**src/rtl/run_det_pkg.sv**
```systemverilog
// Shared types and helpers for the serial run-length detector.
// State encoding, mode codes and polarity qualification.
package run_det_pkg;

  typedef enum logic [1:0] {
    S_IDLE,
    S_RUN,
    S_MATCH
  } state_t;

  localparam logic [1:0] MODE_ANY   = 2'b00;
  localparam logic [1:0] MODE_ONES  = 2'b01;
  localparam logic [1:0] MODE_ZEROS = 2'b10;
  localparam logic [1:0] MODE_OFF   = 2'b11;

  function automatic logic allowed(
    input logic [1:0] m,
    input logic       b
  );
    logic r;
    r = 1'b0;
    unique case (m)
      MODE_ANY:   r = 1'b1;
      MODE_ONES:  r = b;
      MODE_ZEROS: r = ~b;
      MODE_OFF:   r = 1'b0;
      default:    r = 1'b0;
    endcase
    return r;
  endfunction

endpackage

```
**src/rtl/sat_counter.sv**
```systemverilog
// Saturating up-counter with synchronous clear.
// clr and inc together load the value 1.
module sat_counter #(
  parameter int W = 4
) (
  input  logic         clk,
  input  logic         reset,
  input  logic         clr,
  input  logic         inc,
  input  logic         max_en,
  input  logic [W-1:0] max,
  output logic [W-1:0] q
);

  logic [W-1:0] q_q;
  logic [W-1:0] q_d;
  logic [W-1:0] base;

  always_comb begin
    base = clr ? '0 : q_q;
    q_d  = base;
    if (inc && !(max_en && (base == max))) begin
      q_d = base + W'(1);
    end
  end

  always_ff @(posedge clk) begin
    if (reset) begin
      q_q <= '0;
    end else begin
      q_q <= q_d;
    end
  end

  assign q = q_q;

endmodule

```
**src/rtl/run_length_detector.sv**
```systemverilog
// Serial run-length detector with polarity qualification,
// one-cycle match pulse and saturating match counter.
module run_length_detector
  import run_det_pkg::*;
#(
  parameter int RUN_LEN = 4,
  parameter int LEN_W   = $clog2(RUN_LEN + 1),
  parameter int HIT_W   = 16
) (
  input  logic             clk,
  input  logic             reset,
  input  logic             en,
  input  logic             w,
  input  logic [1:0]       mode,
  input  logic             clear_hits,
  output logic             z,
  output logic             z_pulse,
  output logic             run_bit,
  output logic [LEN_W-1:0] run_len,
  output logic [HIT_W-1:0] hit_cnt
);

  state_t           state_q;
  state_t           state_d;
  logic             run_bit_q;
  logic             run_bit_d;
  logic             z_q;
  logic             z_d;
  logic             pulse_q;
  logic             pulse_d;
  logic             new_run;
  logic             hit_inc;
  logic [LEN_W-1:0] run_len_q;

  always_ff @(posedge clk) begin
    if (reset) begin
      state_q   <= S_IDLE;
      run_bit_q <= 1'b0;
      z_q       <= 1'b0;
      pulse_q   <= 1'b0;
    end else begin
      state_q   <= state_d;
      run_bit_q <= run_bit_d;
      z_q       <= z_d;
      pulse_q   <= pulse_d;
    end
  end

  always_comb begin
    state_d   = state_q;
    run_bit_d = run_bit_q;
    new_run   = 1'b0;
    if (en) begin
      new_run   = (state_q == S_IDLE) || (w != run_bit_q);
      run_bit_d = w;
      unique case (state_q)
        S_IDLE:  state_d = S_RUN;
        S_RUN: begin
          if (new_run) begin
            state_d = S_RUN;
          end else if (run_len_q == LEN_W'(RUN_LEN - 1)) begin
            state_d = S_MATCH;
          end else begin
            state_d = S_RUN;
          end
        end
        S_MATCH: state_d = new_run ? S_RUN : S_MATCH;
        default: state_d = S_IDLE;
      endcase
    end
  end

  // Mode only gates the outputs; the run itself is tracked regardless.
  always_comb begin
    z_d     = (state_d == S_MATCH) && allowed(mode, run_bit_d);
    pulse_d = z_d && !z_q;
    hit_inc = pulse_d && !clear_hits;
  end

  sat_counter #(.W(LEN_W)) u_run_len (
    .clk    (clk),
    .reset  (reset),
    .clr    (en && new_run),
    .inc    (en),
    .max_en (1'b1),
    .max    (LEN_W'(RUN_LEN)),
    .q      (run_len_q)
  );

  sat_counter #(.W(HIT_W)) u_hit_cnt (
    .clk    (clk),
    .reset  (reset),
    .clr    (clear_hits),
    .inc    (hit_inc),
    .max_en (1'b1),
    .max    ({HIT_W{1'b1}}),
    .q      (hit_cnt)
  );

  assign z       = z_q;
  assign z_pulse = pulse_q;
  assign run_bit = run_bit_q;
  assign run_len = run_len_q;

endmodule

```
**config.mk**
```make
export PLATFORM = sky130hd
export DESIGN_NAME = run_length_detector
export DESIGN_NICKNAME = d
export VERILOG_FILES = /design/src/rtl/run_det_pkg.sv /design/src/rtl/sat_counter.sv /design/src/rtl/run_length_detector.sv
export SDC_FILE = /design/constraint.sdc
export NUM_CORES = 1
export LEC_CHECK = 0
export CAP_MARGIN = 20
export CORE_MARGIN = 2
export CORE_UTILIZATION = 46
export DETAILED_ROUTE_END_ITERATION = 6
export HOLD_SLACK_MARGIN = 0.08
export PLACE_DENSITY = 0.79
export REMOVE_ABC_BUFFERS = 1
export SYNTH_ARGS = -nofsm -noshare
export SYNTH_HDL_FRONTEND = slang
export SYNTH_SLANG_ARGS = --single-unit
```
**constraint.sdc**
```tcl
create_clock -name clk -period 2.35 [get_ports clk]
set_input_delay 0.47 -clock clk [delete_from_list [all_inputs] [get_ports clk]]
set_output_delay 0.47 -clock clk [all_outputs]
set_load 0.02 [all_outputs]
```
# --- Yosys cells after proc, flatten, opt, wreduce, memory -nomap -nowiden ---
# Index checks and enable logic that the tools add are counted.
totals:
  ff_bits: 24
  latchBits: 0
  ram_bits: 0
  mem_bits_ro: 0
  word_cells: 44
  mem_count: 0
op_classes:
  n_addsub: 2
  n_mul: 0
  n_div: 0
  n_lt_le_gt_ge: 0
  eq_ne: 10
  shifts: 0
  mux: 12
  bitwise: 1
  n_reduce_logical: 13
ops:
  columns: ["cell", "n"]
  rows:
  - ["2-to-1 mux 16 bit", 2]
  - ["adder 16 x 1 -> 16 bit (second input constant)", 1]
  - ["== test 16 bit (second input constant)", 1]
  - ["== test 2 bit (second input constant)", 4]
  - ["2-to-1 mux 2 bit", 4]
  - ["logical AND 1 bit", 6]
  - ["2-to-1 mux 3 bit", 2]
  - ["case mux 2 bit (3 select lines)", 1]
  - ["== test 2 x 1 -> 1 bit (second input constant)", 2]
  - ["zero test 1 bit", 4]
  - ["zero test 2 bit", 2]
  - ["case mux 1 bit (4 select lines)", 1]
  - ["adder 3 x 1 -> 3 bit (second input constant)", 1]
  - ["== test 3 x 2 -> 1 bit (second input constant)", 1]
  - ["== test 3 bit (second input constant)", 1]
  - ["2-to-1 mux 1 bit", 2]
  - ["logical OR 1 bit", 1]
  - ["!= test 1 bit", 1]
  - ["NOT 1 bit", 1]

# --- Logic depth before layout (Yosys ltp) ---
# Gate-level depths: netlist (run 1).
depth:
  word_depth: 11
  mapped_depth: 9
  depth_no_buf: 9

# --- By module ---
# From an unflattened synthesis (run 1), not the netlist that was laid out.
unflattened:
  cells_unflattened: 219
  hier_area_um2: 1741.7
by_module_without_submodules:
  columns: ["module", "n_inst", "cells_per_inst", "area_each_um2", "seq_area_each_um2"]
  rows:
  - ["sat_counter (u_hit_cnt)", 1, 162, 1246.2, 320.3]
  - ["run_length_detector", 1, 30, 275.3, 100.1]
  - ["sat_counter (u_run_len)", 1, 27, 220.2, 60.1]

# --- Worst setup path before layout (run 1) ---
# No wires, ideal clock.
synth_timing:
  path_type: "register to register"
  start: "register u_hit_cnt.q_q[0], in the netlist u_hit_cnt.q[0]"
  end: "register u_hit_cnt.q_q[2], in the netlist u_hit_cnt.q[2]"
  arrival_ns: 2.083
  setup_slack_ns: 0.144
  path_stages_with_launch: 8
  n_path_buf: 0
  synth_period_minus_slack_ns: 2.206
  path_cell_list: "dfxtp_1 -> nor2b_1 -> ha_1 -> nand3_1 -> or3_4 -> o221a_2 -> nand3_1 -> mux2_1"
synth_between:
  elab_chain_cells: 5
synth_lines:
  columns: ["item", "line", "text"]
  rows:
  - ["from (decl)", "sat_counter.sv:15", "logic [W-1:0] q_q;"]
  - ["from (signal assigned)", "sat_counter.sv:31", "q_q <= q_d;"]
  - ["2-to-1 mux 16 bit (*)", "sat_counter.sv:20", "base = clr ? '0 : q_q;"]
  - ["branches (longest 3 deep; another with adder 16 x 1 -> 16 bit)", null, null]
  - ["2-to-1 mux 16 bit (*)", "sat_counter.sv:22", "if (inc && !(max_en && (base == max))) begin"]
# Mark *: on every way between the ends.
# A chain may end at the register's enable or synchronous reset.

# --- Final worst setup path (run 1) ---
layout_timing:
  start: "input w"
  end: "register u_hit_cnt.q_q[4], in the netlist u_hit_cnt.q[4]"
layout_between:
  elab_chain_cells: 11
layout_lines:
  columns: ["item", "line", "text"]
  rows:
  - ["from (decl)", "run_length_detector.sv:13", "input logic w,"]
  - ["!= test 1 bit", "run_length_detector.sv:54", "new_run = (state_q == S_IDLE) || (w != run_bit_q);"]
  - ["logical OR 1 bit", "run_length_detector.sv:54", null]
  - ["2-to-1 mux 2 bit, on equally long branches", "run_length_detector.sv:67, run_length_detector.sv:59", null]
  - ["case mux 2 bit (3 select lines)", "run_length_detector.sv:56", "unique case (state_q)"]
  - ["2-to-1 mux 2 bit", "run_length_detector.sv:53", "if (en) begin"]
  - ["== test 2 bit", "run_length_detector.sv:75", "z_d = (state_d == S_MATCH) && allowed(mode, run_bit_d);"]
  - ["logical AND 1 bit (*)", "run_length_detector.sv:75", null]
  - ["logical AND 1 bit (*)", "run_length_detector.sv:76", "pulse_d = z_d && !z_q;"]
  - ["logical AND 1 bit (*)", "run_length_detector.sv:77", "hit_inc = pulse_d && !clear_hits;"]
  - ["logical AND 1 bit (*)", "sat_counter.sv:22", null]
  - ["2-to-1 mux 16 bit (*)", "sat_counter.sv:22", null]
# Every way passes the cells marked *; elsewhere a longest branch is shown, timed or not.

==> flow_metrics.tcl, run 1 <==
set metrics [dict create \
    std_cell_rows 20 \
    grt_pass1_wl_mm 6.42 \
    fin_crit_ns 2.28 \
    dieWidth_um 59.4 \
    p_leak_uw 0.000810 \
    synth_area_per_cell_um2 8.66 \
    synth_top_family_by_area "simple AND/OR/NAND/NOR gates" \
    clock_skew_ns 0.00531 \
    synth_xor_area_frac 0.0124 \
    seq_area_frac_synth 0.340 \
    hp-class "reg2reg" \
    fin_ws_ns 0.0685 \
    numCtsBuffers 3 \
    grt_pass1_vias 1474 \
    final_core_util 0.666 \
    num_vias 1465 \
    die-area_um2 3530 \
    track_usage 0.240 \
    yosys-top-cells-area "dfxtp_1, mux2i_1, nand3_1" \
    ir_worst_vdd_v 0.000255 \
    place_ws_ns -0.410 \
    synth_edf_count 0 \
    final_nets 228 \
    synthAdderAreaFrac 0.0266 \
    cp-end-kind "register" \
    synth_top_area_frac 0.340 \
    clockRootBuffer "clkbuf_4" \
    clk_pin_slew_worst_paths_ns 0.14 \
    drv_slew 0 \
    synthCells 163 \
    synth_warnings 0 \
    dr.pass1.iters 4 \
    yosys.area.top_type "dfxtp_1" \
    cts-root-to-sink-buffers 2 \
    slew_headroom 0.653 \
    drt_iter0_markers 71 \
    critical_path_class "in2reg" \
    max_freq_ghz 0.438 \
    grt_max_degree 14 \
    gp_congestion 0.948 \
    cts_tree "built" \
    synth-main-ff-cell "dfxtp_1" \
    area_growth_pct 40.4 \
    die_h_um 59.4 \
    hold_buffers 0 \
    routed_via_density 5.86 \
    tns_ns 0 \
    muxShareOfSynthArea 0.104 \
    h-tree-depth 1 \
    path_max_fanout 5 \
    arrival_ns 2.55 \
    status "completed" \
    finalHoldViolCount 0 \
    synth_compound_area_frac 0.175 \
    io_pins 29 \
    grt_overflow 0 \
    yosys.area_share.simple 0.293 \
    async_flop_share 0 \
    syn_area_um2 1410 \
    tightest_slew_ns 0.519 \
    power_density_nw_per_um2 389 \
    finalSetupViolations 0 \
    startpoint_type "input pin" \
    fin_crit_sh 0.971 \
    initial_core_util 0.474 \
    port-buffer-count 28 \
    n_antenna_cell 0 \
    antenna_found_initial 0 \
    synth_seq_cells 24 \
    post_drt_wl_per_cell_um 15.4 \
    synthTopCellsByCount "dfxtp_1, nand3_1, nand2_1" \
    cts.sinks 24 \
    core_um2 2980 \
    drt-total-wl_mm 3.86 \
    drive_gt1_frac 0.207 \
    synth.most_common_cell "dfxtp_1" \
    drv_cap 0 \
    dp_hpwl_mm 2.98 \
    antenna_left 0 \
    drcViolationCount 0 \
    clk_latency_ns 0.33 \
    rsz0062_at_grt "yes" \
    cp_data_required_time_ns 2.61 \
    fillers 267 \
    ys_types 42 \
]
final timing paths:
kind | startpoint | slack (ns) | cells past startpoint | endpoint
max | w | 0.07 | 7 | u_hit_cnt.q[4]
min reg2reg | z | 0.47 | 1 | z_pulse
max reg2reg | u_hit_cnt.q[0] | 0.20 | 7 | u_hit_cnt.q[5]
min | z | 0.47 | 1 | z_pulse
report_power, final:
part	switching (uW)	internal (uW)	total [uW]
clock	131	94.9	226
sequential	6.40	412	419
combinational	66.2	59.2	125
total	204	566	770
sequential cells by signal, indices dropped and copies added, names as in the netlist:
register     flops
run_bit          1
state_q          2
u_hit_cnt.q     16
u_run_len.q      3
z                1
z_pulse          1
metrics by stage:
step | cells | power (uW) | hold slack [ns] | area (um2)
final | 250 | 770 | 0.467 | 1980
after detailed placement | 244 | 546 | 0.454 | 1900
after CTS | 248 | 773 | 0.473 | 1950
after global routing | 250 | 803 | 0.499 | 1980
after global placement | 244 | 538 | 0.460 | 1900
after floorplan | 155 | 479 | 0.539 | 1370
layer usage:
layer,vias to the layer above,track usage,part of all wire
met5,-,0,0
met4,0,0.120,0.027
met3,11,0.0306,0.042
met2,50,0.410,0.52
met1,695,0.294,0.42
li1,709,-,-
critical path: stages:
cell and delay (ns):
clkdlybuf4s50_1 0.48, xor2_2 0.22, nor4_4 0.36, o221ai_4 0.17
buf_4 0.19, or4_1 0.47, a21boi_1 0.17
cell type report:
cell class / count / area, um2 / area share
well taps: 33 / 41.3 / 0.0208
inverters: 7 / 26.3 / 0.0133
clock buffers: 4 / 36.3 / 0.0183
multi-input cells: 124 / 890 / 0.449
flip-flops and latches: 24 / 480 / 0.242
repair buffers: 58 / 508 / 0.256
kinds of logic (layout without fill, tap and decap cells):
| kind of cell | after synthesis | in the layout |
|---|---|---|
| fa+ha+maj | 3 | 3 |
| mux | 14 | 14 |
| simple gates | 71 | 71 |
| flops | 24 | 24 |
| xor+xnor | 2 | 2 |
| compound gates | 34 | 34 |
| buf+inv | 15 | 69 |
cell usage in the layout, fill, tap and decap left out, types with 4 or more instances in the layout:
master           instances
clkdlybuf4s50_1         27
nor2_1                   8
mux2_1                   5
nor3_1                   9
nand2_1                 11
o21ai_1                  4
and3_1                   6
dfxtp_1                 24
a21oi_1                 10
inv_1                    7
a21o_1                   5
mux2i_1                  8
buf_4                   30
nand3_1                 15
repair_timing:
action,in CTS,in global routing
buffers inserted,0,2
resized for setup,2,6
endpoints found under the setup margin,2,16
pin swaps,0,0
gates cloned,0,0
Power figures use the tool's default switching activity.
==> run 2: changes to the inputs <==
--- a/config.mk
+++ b/config.mk
@@ -9,7 +9,6 @@
 export CORE_MARGIN = 2
 export CORE_UTILIZATION = 46
 export DETAILED_ROUTE_END_ITERATION = 6
-export HOLD_SLACK_MARGIN = 0.08
 export PLACE_DENSITY = 0.79
 export REMOVE_ABC_BUFFERS = 1
 export SYNTH_ARGS = -nofsm -noshare
==> results of run 2 <==
The final DEF is identical to that of run 1; final timing and power are the same.
==> run 3: changes to the inputs <==
--- a/config.mk
+++ b/config.mk
@@ -11,6 +11,7 @@
 export DETAILED_ROUTE_END_ITERATION = 6
 export PLACE_DENSITY = 0.79
 export REMOVE_ABC_BUFFERS = 1
+export SLEW_MARGIN = 30
 export SYNTH_ARGS = -nofsm -noshare
 export SYNTH_HDL_FRONTEND = slang
 export SYNTH_SLANG_ARGS = --single-unit
==> results of run 3 <==
The final DEF is identical to that of run 1; final timing and power are the same.
